===== src/rtl/serial_adder.sv =====
// Bit-serial WIDTH-bit adder: one full-adder cell plus a carry flop, LSB first.
// Optional subtract mode is enabled with the SERIAL_ADDER_SUB_EN macro.
//
// state | meaning
// IDLE  | waiting for start; sum/co hold the last result
// CALC  | one operand bit per clock, WIDTH clocks per operation
module serial_adder #(
    parameter int WIDTH = 8
) (
    input  logic             clk,
    input  logic             rst_n,
    input  logic             start,
    input  logic [WIDTH-1:0] a,
    input  logic [WIDTH-1:0] b,
    input  logic             ci,
`ifdef SERIAL_ADDER_SUB_EN
    input  logic             sub,
`endif
    output logic             busy,
    output logic             done,
    output logic [WIDTH-1:0] sum,
    output logic             co
);

    localparam int CW = $clog2(WIDTH);
    localparam logic [CW-1:0] LAST = CW'(WIDTH - 1);

    typedef enum logic {IDLE, CALC} state_t;

    state_t           state_q;
    logic [WIDTH-1:0] a_q;
    logic [WIDTH-1:0] b_q;
    logic [WIDTH-2:0] acc_q;
    logic             carry_q;
    logic [CW-1:0]    cnt_q;
    logic             busy_q;
    logic             done_q;
    logic [WIDTH-1:0] sum_q;
    logic             co_q;

    logic             s_d;
    logic             carry_d;
    logic [WIDTH-1:0] acc_d;
    logic [WIDTH-1:0] b_load;
    logic             carry_load;

    always_comb begin
        s_d     = a_q[0] ^ b_q[0] ^ carry_q;
        carry_d = (a_q[0] & b_q[0]) | (a_q[0] & carry_q) | (b_q[0] & carry_q);
        acc_d   = {s_d, acc_q};
    end

    // Subtraction is a + ~b + 1; co then reads as "no borrow".
    always_comb begin
`ifdef SERIAL_ADDER_SUB_EN
        b_load     = sub ? ~b : b;
        carry_load = sub ? 1'b1 : ci;
`else
        b_load     = b;
        carry_load = ci;
`endif
    end

    always_ff @(posedge clk or negedge rst_n) begin
        if (!rst_n) begin
            state_q <= IDLE;
            a_q     <= '0;
            b_q     <= '0;
            acc_q   <= '0;
            carry_q <= 1'b0;
            cnt_q   <= '0;
            busy_q  <= 1'b0;
            done_q  <= 1'b0;
            sum_q   <= '0;
            co_q    <= 1'b0;
        end else begin
            done_q <= 1'b0;
            case (state_q)
                IDLE: begin
                    if (start) begin
                        a_q     <= a;
                        b_q     <= b_load;
                        carry_q <= carry_load;
                        acc_q   <= '0;
                        cnt_q   <= '0;
                        busy_q  <= 1'b1;
                        state_q <= CALC;
                    end
                end
                CALC: begin
                    carry_q <= carry_d;
                    a_q     <= a_q >> 1;
                    b_q     <= b_q >> 1;
                    acc_q   <= acc_d[WIDTH-1:1];
                    cnt_q   <= cnt_q + 1'b1;
                    if (cnt_q == LAST) begin
                        sum_q   <= acc_d;
                        co_q    <= carry_d;
                        done_q  <= 1'b1;
                        busy_q  <= 1'b0;
                        state_q <= IDLE;
                    end
                end
                default: state_q <= IDLE;
            endcase
        end
    end

    assign busy = busy_q;
    assign done = done_q;
    assign sum  = sum_q;
    assign co   = co_q;

endmodule


===== config.mk =====
export PLATFORM = sky130hd
export DESIGN_NAME = serial_adder
export DESIGN_NICKNAME = d
export VERILOG_FILES = /design/src/rtl/serial_adder.sv
export SDC_FILE = /design/constraint.sdc
export NUM_CORES = 1
export LEC_CHECK = 0
export CAP_MARGIN = 5
export CORE_MARGIN = 4
export CORE_UTILIZATION = 55
export CTS_CLUSTER_SIZE = 40
export DETAILED_ROUTE_END_ITERATION = 6
export GPL_TIMING_DRIVEN = 0
export PLACE_DENSITY = 0.89
export SLEW_MARGIN = 20
export SYNTH_ARGS = -nofsm -noshare
export SYNTH_HDL_FRONTEND = slang
export SYNTH_SLANG_ARGS = --single-unit

===== constraint.sdc =====
create_clock -name clk -period 2.25 [get_ports clk]
set_input_delay 0.3375 -clock clk [delete_from_list [all_inputs] [get_ports clk]]
set_output_delay 0.3375 -clock clk [all_outputs]
set_load 0.05 [all_outputs]

# Word level (Yosys, flattened, before mapping)
# Cells that the tools add are included.
dict set report totals {
  reg_bits 39
  out_inout_bits 11
}
dict set report classes {
  n_addsub 1
  n_eq_ne 3
  mux 18
  bitwise_logic 8
  reduce_logical 2
}
# op count
set op_table {}
lappend op_table {{one-hot mux 8 bit (2 select lines)} 2}
lappend op_table {{two-way mux 8 bit} 2}
lappend op_table {{one-hot mux 7 bit (2 select lines)} 1}
lappend op_table {{two-way mux 1 bit} 7}
lappend op_table {{two-way mux 7 bit} 1}
lappend op_table {{one-hot mux 1 bit (2 select lines)} 3}
lappend op_table {{one-hot mux 3 bit (2 select lines)} 1}
lappend op_table {{AND reduction 2 bit} 2}
lappend op_table {{adder 3 x 1 -> 3 bit (second input constant)} 1}
lappend op_table {{AND 1 bit} 3}
lappend op_table {{equality test 3 bit (second input constant)} 1}
lappend op_table {{two-way mux 3 bit} 1}
lappend op_table {{!= test 2 x 1 -> 1 bit (second input constant)} 1}
lappend op_table {{!= test 2 bit (second input constant)} 1}
lappend op_table {{OR 1 bit} 2}
lappend op_table {{XOR 1 bit} 2}
lappend op_table {{NOT 1 bit} 1}

# Logic depth before layout (Yosys ltp)
# Gate-level depths: netlist of run 1.
dict set report depth {
  ltp_word 4
  mapped_depth 4
  depth_no_buf 4
}

# Least setup slack after synthesis of run 1
# Ideal clock, no wire load.
dict set report synth_timing {
  path_type {reg2reg}
  startpoint {register cnt_q[0]}
  endpoint {register co_q (netlist: co)}
  setup_ns 0.125
  arrival_time_ns 1.286
  t_required_ns 2.125
  setup_slack_ns 0.839
  stages_incl_launch_ff 5
  n_path_buf 0
  path_cell_list {dfrtp_1 -> ha_1 -> ha_1 -> nand2_2 -> mux2_2}
}
dict set report synth_between {
  elab_chain_cells 2
}
# element line_no
set synth_lines {}
lappend synth_lines {{start: declaration} 35} ;# logic [CW-1:0] cnt_q;
lappend synth_lines {{start signal: assignment} 95} ;# cnt_q <= cnt_q + 1'b1;
lappend synth_lines {{equality test 3 bit} 96} ;# if (cnt_q == LAST) begin
lappend synth_lines {{AND reduction 2 bit (no line)} n/a}
lappend synth_lines {{end signal: assignment} 98} ;# co_q <= carry_d;
lappend synth_lines {{end: declaration} 39} ;# logic co_q;
# No other way between the ends.
# A chain may end at the register's enable or synchronous reset.

# Worst setup path after layout of run 1
dict set report layout_timing {
  startpoint {register busy_q (netlist: busy)}
  endpoint {output port busy}
}
# element line_no
set layout_lines {}
lappend layout_lines {{start: declaration} 36} ;# logic busy_q;
lappend layout_lines {{start signal: assignment} 72} ;# busy_q <= 1'b0;
lappend layout_lines {{start signal: assignment} 86} ;# busy_q <= 1'b1;
lappend layout_lines {{start signal: assignment} 100} ;# busy_q <= 1'b0;
lappend layout_lines {{end: declaration} 19} ;# output logic busy,
# No word-level cell between the ends.

==> results of run 1 <==
-- per-stage QoR --
step             util  cells  cell area (µm²)  hold WS [ns]
2_1_floorplan       -    135             1649       0.04191
3_3_place_gp   0.7052    195             1978        0.4594
3_5_place_dp   0.7132    196             2001        0.3198
4_1_cts        0.7346    205             2061        0.3234
5_1_grt        0.7346    205             2061        0.3227
6_report       0.7346    205             2061        0.3264
-- power breakdown --
group | switching [mW] | internal, mW | total (mW) | leakage, nW
clock network | 0.216 | 0.122 | 0.338 | 0.0293
registers | 0.172 | 0.977 | 1.15 | 0.506
logic | 0.657 | 0.490 | 1.15 | 0.448
total | 1.04 | 1.59 | 2.63 | 0.983
-- cells by family after synthesis --
logic type                 Yosys count  synth area share
adders and majority gates            4           0.03490
AOI/OAI and AO/OA                   26           0.09104
DFF                                 39            0.5918
and+or+nand+nor                     29           0.07511
buffers and inverters               10           0.03641
muxes                               27            0.1707
-- what timing repair did --
item	CTS	global route
hold endpoints to repair	18	0
endpoints found under the setup margin	0	0
hold buffers	1	0
-- Yosys cell counts, drive strengths merged --
cell type,number
ha,3
nor2,4
fa,1
dfrtp,39
inv,2
nand2,20
o22ai,1
clkbuf,1
a22o,5
nand2b,5
o21ai,19
mux2i,18
buf,7
a21oi,1
mux2,9
-- flip-flops by register name, indices dropped and copies added, names as in the netlist --
name	count
a_q	8
b_q	8
sum	8
acc_q	7
cnt_q	3
busy	1
carry_q	1
co	1
done	1
state_q	1
-- per-layer routing --
metal	part of all wire	global-route usage	wire (µm)	vias up
met5	0	0	0	-
met4	0.021	0.09091	68	0
met3	0.055	0.06475	179	8
met2	0.51	0.3103	1636	27
met1	0.42	0.2081	1341	553
li1	-	-	-	539
-- final cells by class --
class | instances | area [µm²] | share of cell area
well taps | 31 | 38.79 | 0.01882
inverters | 2 | 7.507 | 0.003643
clock buffers | 7 | 45.04 | 0.02186
clock inverters | 1 | 5.005 | 0.002429
multi-input cells | 86 | 613.1 | 0.2975
repair buffers | 31 | 322.8 | 0.1566
plain buffers | 8 | 52.55 | 0.02550
flip-flops and latches | 39 | 975.9 | 0.4736
-- worst reg2reg max path, cell delays in order, from the launching register on --
cell and delay (ns):
dfrtp_1 0.41, ha_1 0.23, ha_1 0.21, nand2_2 0.21, mux2_2 0.37
-- path summary, 6_finish.rpt --
| path | end | slack (ns) |
|---|---|---|
| worst min-delay path | cnt_q[0]$_DFFE_PN0P_ | 0.33 |
| worst max register to register | sum[1]$_DFFE_PN0P_ | 0.72 |
| min in group asynchronous | a_q[6]$_DFFE_PN0P_ | 0.46 |
| worst min register to register | cnt_q[0]$_DFFE_PN0P_ | 0.50 |
| worst max-delay path | busy | 0.36 |
| max in group asynchronous | sum[2]$_DFFE_PN0P_ | 1.33 |
==> impl_metrics.tcl, run 1 <==
set metrics [dict create \
    outcome "complete, no violations" \
    synth_cells 135 \
    grt_setup_unrepaired "false" \
    fin_skew_ns 0.01100 \
    seq_area_frac_synth 0.5918 \
    preCtsSetupSlack_ns 0.7151 \
    netlist_top_cells_area "dfrtp_1 59%, mux2i_1 11%, mux2_2 6.1%" \
    synthToLayoutAreaGrowth_pct 24.96 \
    first_global_vias 1213 \
    crit_path_top_delay_cell "clkdlybuf4s50_1" \
    antenna_found_initial 0 \
    synth_top_area_share 0.5918 \
    crit_cells 1 \
    r2r_start "cnt_q[0]$_DFFE_PN0P_" \
    ys_types 18 \
    worstPathRequired_ns 1.91 \
    fin_tns_setup_ns 0 \
    arrival_ns 1.56 \
    wl_per_cell_um 15.74 \
    ctsResizeCount 0 \
    drtPass1Iterations 4 \
    ys_ff_latch 39 \
    syn_nets 159 \
    worst-path-max-fanout 3 \
    cp_top_family "buffers and inverters" \
    syn_area_mm2 0.001649 \
    critical_path_buf_inv_count 1 \
    layout.nets 197 \
    drc 0 \
    final_cell_mix "39 x dfrtp_1, 28 x clkdlybuf4s50_1, 19 x nand2_1, 19 x o21ai_0, 18 x mux2i_1" \
    clk_pin_slew_worst_paths_ns 0.10 \
    layout-drive-gt1-share 0.1437 \
    p_total_mw 2.633 \
    worst_slack_ns 0.3560 \
    hold_start "start" \
    cts_max_level 2 \
    yosysWarnings 0 \
    maxSlewHeadroom 0.6630 \
    report.final.slew_viol_count 0 \
    min_path_type "input pin to register" \
    min_path_cells 3 \
    slowest_delay_ns 0.82 \
    wirelength_um 3226 \
    grt_use_total 0.1846 \
    startpoint "busy$_DFFE_PN0P_" \
    cts_tree "done" \
    overflow 0 \
    post-route-period-util 0.8418 \
    crit_type "register to output pin" \
    io_buffers 29 \
    period_minus_slack_ns 1.894 \
    via_per_inst 5.498 \
    die_h_um 62.76 \
    finalHoldViolations 0 \
    top_level_ports 31 \
    worst_pin_slew_ns 0.5039 \
    p_leak_nw 0.9829 \
    grt_pass1_wl_um 5520 \
    clock-sinks 39 \
    endpoint_kind "output pin" \
    clock_path_buffers 2 \
    powerDensity_mw_per_mm2 1278 \
    yosysTopAreaCell "dfrtp_1" \
    core_area_mm2 0.002805 \
    post_cts.repair.setup_buffers 0 \
    drv_cap 0 \
    syn_avg_cell_area_um2 12.22 \
    setup_violations 0 \
    placementRows 19 \
    clk_latency_ns 0.34 \
    layout_commonest_cell "dfrtp_1" \
    die_w_um 62.76 \
    worst_setup_path_start_kind "register" \
    vias 1127 \
    crit_chain "clkdlybuf4s50_1" \
    gp_congestion 0.7927 \
    dp_hpwl_um 2435 \
    r2r_cells 4 \
    numCtsBuffers 5 \
    ir_drop_v 0.0006613 \
    antenna_left 0 \
    diodes 0 \
    start_util 0.5879 \
    num-fill-cells 211 \
    dieArea_mm2 0.003938 \
    drt-initial-drc-count 40 \
    clock-root-buffer "clkbuf_4" \
    fmax_mhz 528.0 \
    grt_max_degree 22 \
]
Power figures use the tool's default switching activity.
==> run 2, diff against run 1 <==
CORE_UTILIZATION = 46   (was 55)
PLACE_DENSITY = 0.8   (was 0.89)
clock period = 1.7 ns   (was 2.25 ns; I/O delays follow)
==> impl_metrics.tcl, run 2 (same netlist as run 1, synthesis figures left out) <==
set metrics [dict create \
    setup_violations 0 \
    worst-path-max-fanout 10 \
    numCtsBuffers 5 \
    drv_cap 0 \
    first_global_vias 1161 \
    cp_common_cell "ha_1" \
    place_inst 211 \
    slowest_delay_ns 0.42 \
    min_path_type "input pin to register" \
    layout.nets 197 \
    clk_pin_slew_worst_paths_ns 0.11 \
    hold_start "start" \
    layout_commonest_cell "dfrtp_1" \
    worstPathRequired_ns 1.94 \
    placementRows 21 \
    p_total_mw 3.596 \
    fmax_mhz 650.5 \
    startpoint "cnt_q[0]$_DFFE_PN0P_" \
    die_h_um 67.88 \
    min_to "cnt_q[0]$_DFFE_PN0P_" \
    dp_hpwl_um 2314 \
    clock_path_buffers 2 \
    antenna_left 0 \
    drt-initial-drc-count 64 \
    finalHoldViolations 0 \
    crit_path_top_delay_cell "dfrtp_1" \
    final_cells 220 \
    cp_top_family "adder cells" \
    place_area_mm2 0.002019 \
    grt_pass1_wl_um 5244 \
    num-fill-cells 275 \
    post_cts.repair.setup_buffers 0 \
    cts_tree "done" \
    worst_pin_slew_ns 0.4923 \
    report.final.slew_viol_count 0 \
    grt_max_degree 26 \
    dieArea_mm2 0.004607 \
    preCtsSetupSlack_ns 0.1618 \
    antenna_found_initial 0 \
    vias 1132 \
    fin_tns_setup_ns 0 \
    maxSlewHeadroom 0.6731 \
    grt_setup_unrepaired "false" \
    gp_congestion 0.7736 \
    worst_slack_ns 0.1628 \
    r2r_cells 4 \
    drtPass1Iterations 4 \
    min_path_cells 3 \
    final_util 0.6202 \
    critical_path_buf_inv_count 0 \
    clk_latency_ns 0.35 \
    ir_drop_v 0.0008135 \
    crit_chain "ha_1, ha_1, nand2_2, mux2_2" \
    wirelength_um 3152 \
    outcome "complete, no violations" \
    via_per_inst 5.145 \
    die_w_um 67.88 \
    drc 0 \
    powerDensity_mw_per_mm2 1711 \
    clock-sinks 39 \
    diodes 0 \
    cts_max_level 2 \
    grt_use_total 0.1578 \
    overflow 0 \
    fin_skew_ns 0.009916 \
    post-route-period-util 0.9043 \
    postLayoutCellArea_mm2 0.002102 \
    r2r_setup_slack_ns 0.16 \
    arrival_ns 1.78 \
    top_level_ports 31 \
    p_leak_nw 1.036 \
    core_area_mm2 0.003390 \
    crit_type "register to register" \
    r2r_start "cnt_q[0]$_DFFE_PN0P_" \
    layout-drive-gt1-share 0.1552 \
    period_minus_slack_ns 1.537 \
    start_util 0.4865 \
    clock-root-buffer "clkbuf_4" \
    whs_ns 0.2240 \
    r2r_end "sum[7]$_DFFE_PN0P_" \
    io_buffers 29 \
    worst_setup_path_start_kind "register" \
    synthToLayoutAreaGrowth_pct 27.47 \
    final_cell_mix "39 x dfrtp_1, 19 x nand2_1, 19 x o21ai_0" \
    endpoint_kind "register" \
    wl_per_cell_um 14.33 \
]
-- run 2: area by class of cell --
type,count,area (µm²),share of cell area
buffer,8,52.55,0.02500
sequential,39,975.9,0.4643
timing repair buffer,31,309.0,0.1470
clock inverter,2,35.03,0.01667
tap,46,57.56,0.02738
multi-input combinational,86,613.1,0.2917
clock buffer,6,51.30,0.02440
inverter,2,7.507,0.003571
-- run 2: worst max-delay path by stage --
stage,endpoint,cells past startpoint
4_1_cts,busy,1
5_1_grt,sum[3]$_DFFE_PN0P_,4
3_3_place_gp,a_q[5]$_DFFE_PN0P_,1
2_1_floorplan,co$_DFFE_PN0P_,4
6_report,sum[7]$_DFFE_PN0P_,4
3_5_place_dp,sum[6]$_DFFE_PN0P_,4
-- run 2: tightest hold or removal path, cell delays in order --
cell	delay, ns
buf_4	0.13
nand2b_1	0.10
mux2i_1	0.06
-- run 2: what timing repair did --
| action | in CTS | in global routing |
|---|---|---|
| setup endpoints to repair | 11 | 0 |
| endpoints found under the hold margin | 14 | 0 |
| hold buffers | 1 | 0 |
| gates resized for setup | 11 | 0 |
-- run 2: power breakdown --
part	leakage (nW)	total (mW)	internal, mW	switching (mW)
Sequential	0.506	1.52	1.29	0.227
Combinational	0.482	1.42	0.572	0.852
Clock	0.0482	0.653	0.347	0.305
Total	1.04	3.60	2.21	1.38
-- run 2: routing by layer --
layer	wire length, µm	GRT usage	up-vias	share of wire
li1	-	-	539	-
met1	1392	0.1871	558	0.44
met2	1554	0.2612	28	0.49
met3	131	0.03941	7	0.042
met4	74	0.08933	0	0.023
met5	0	0	-	0
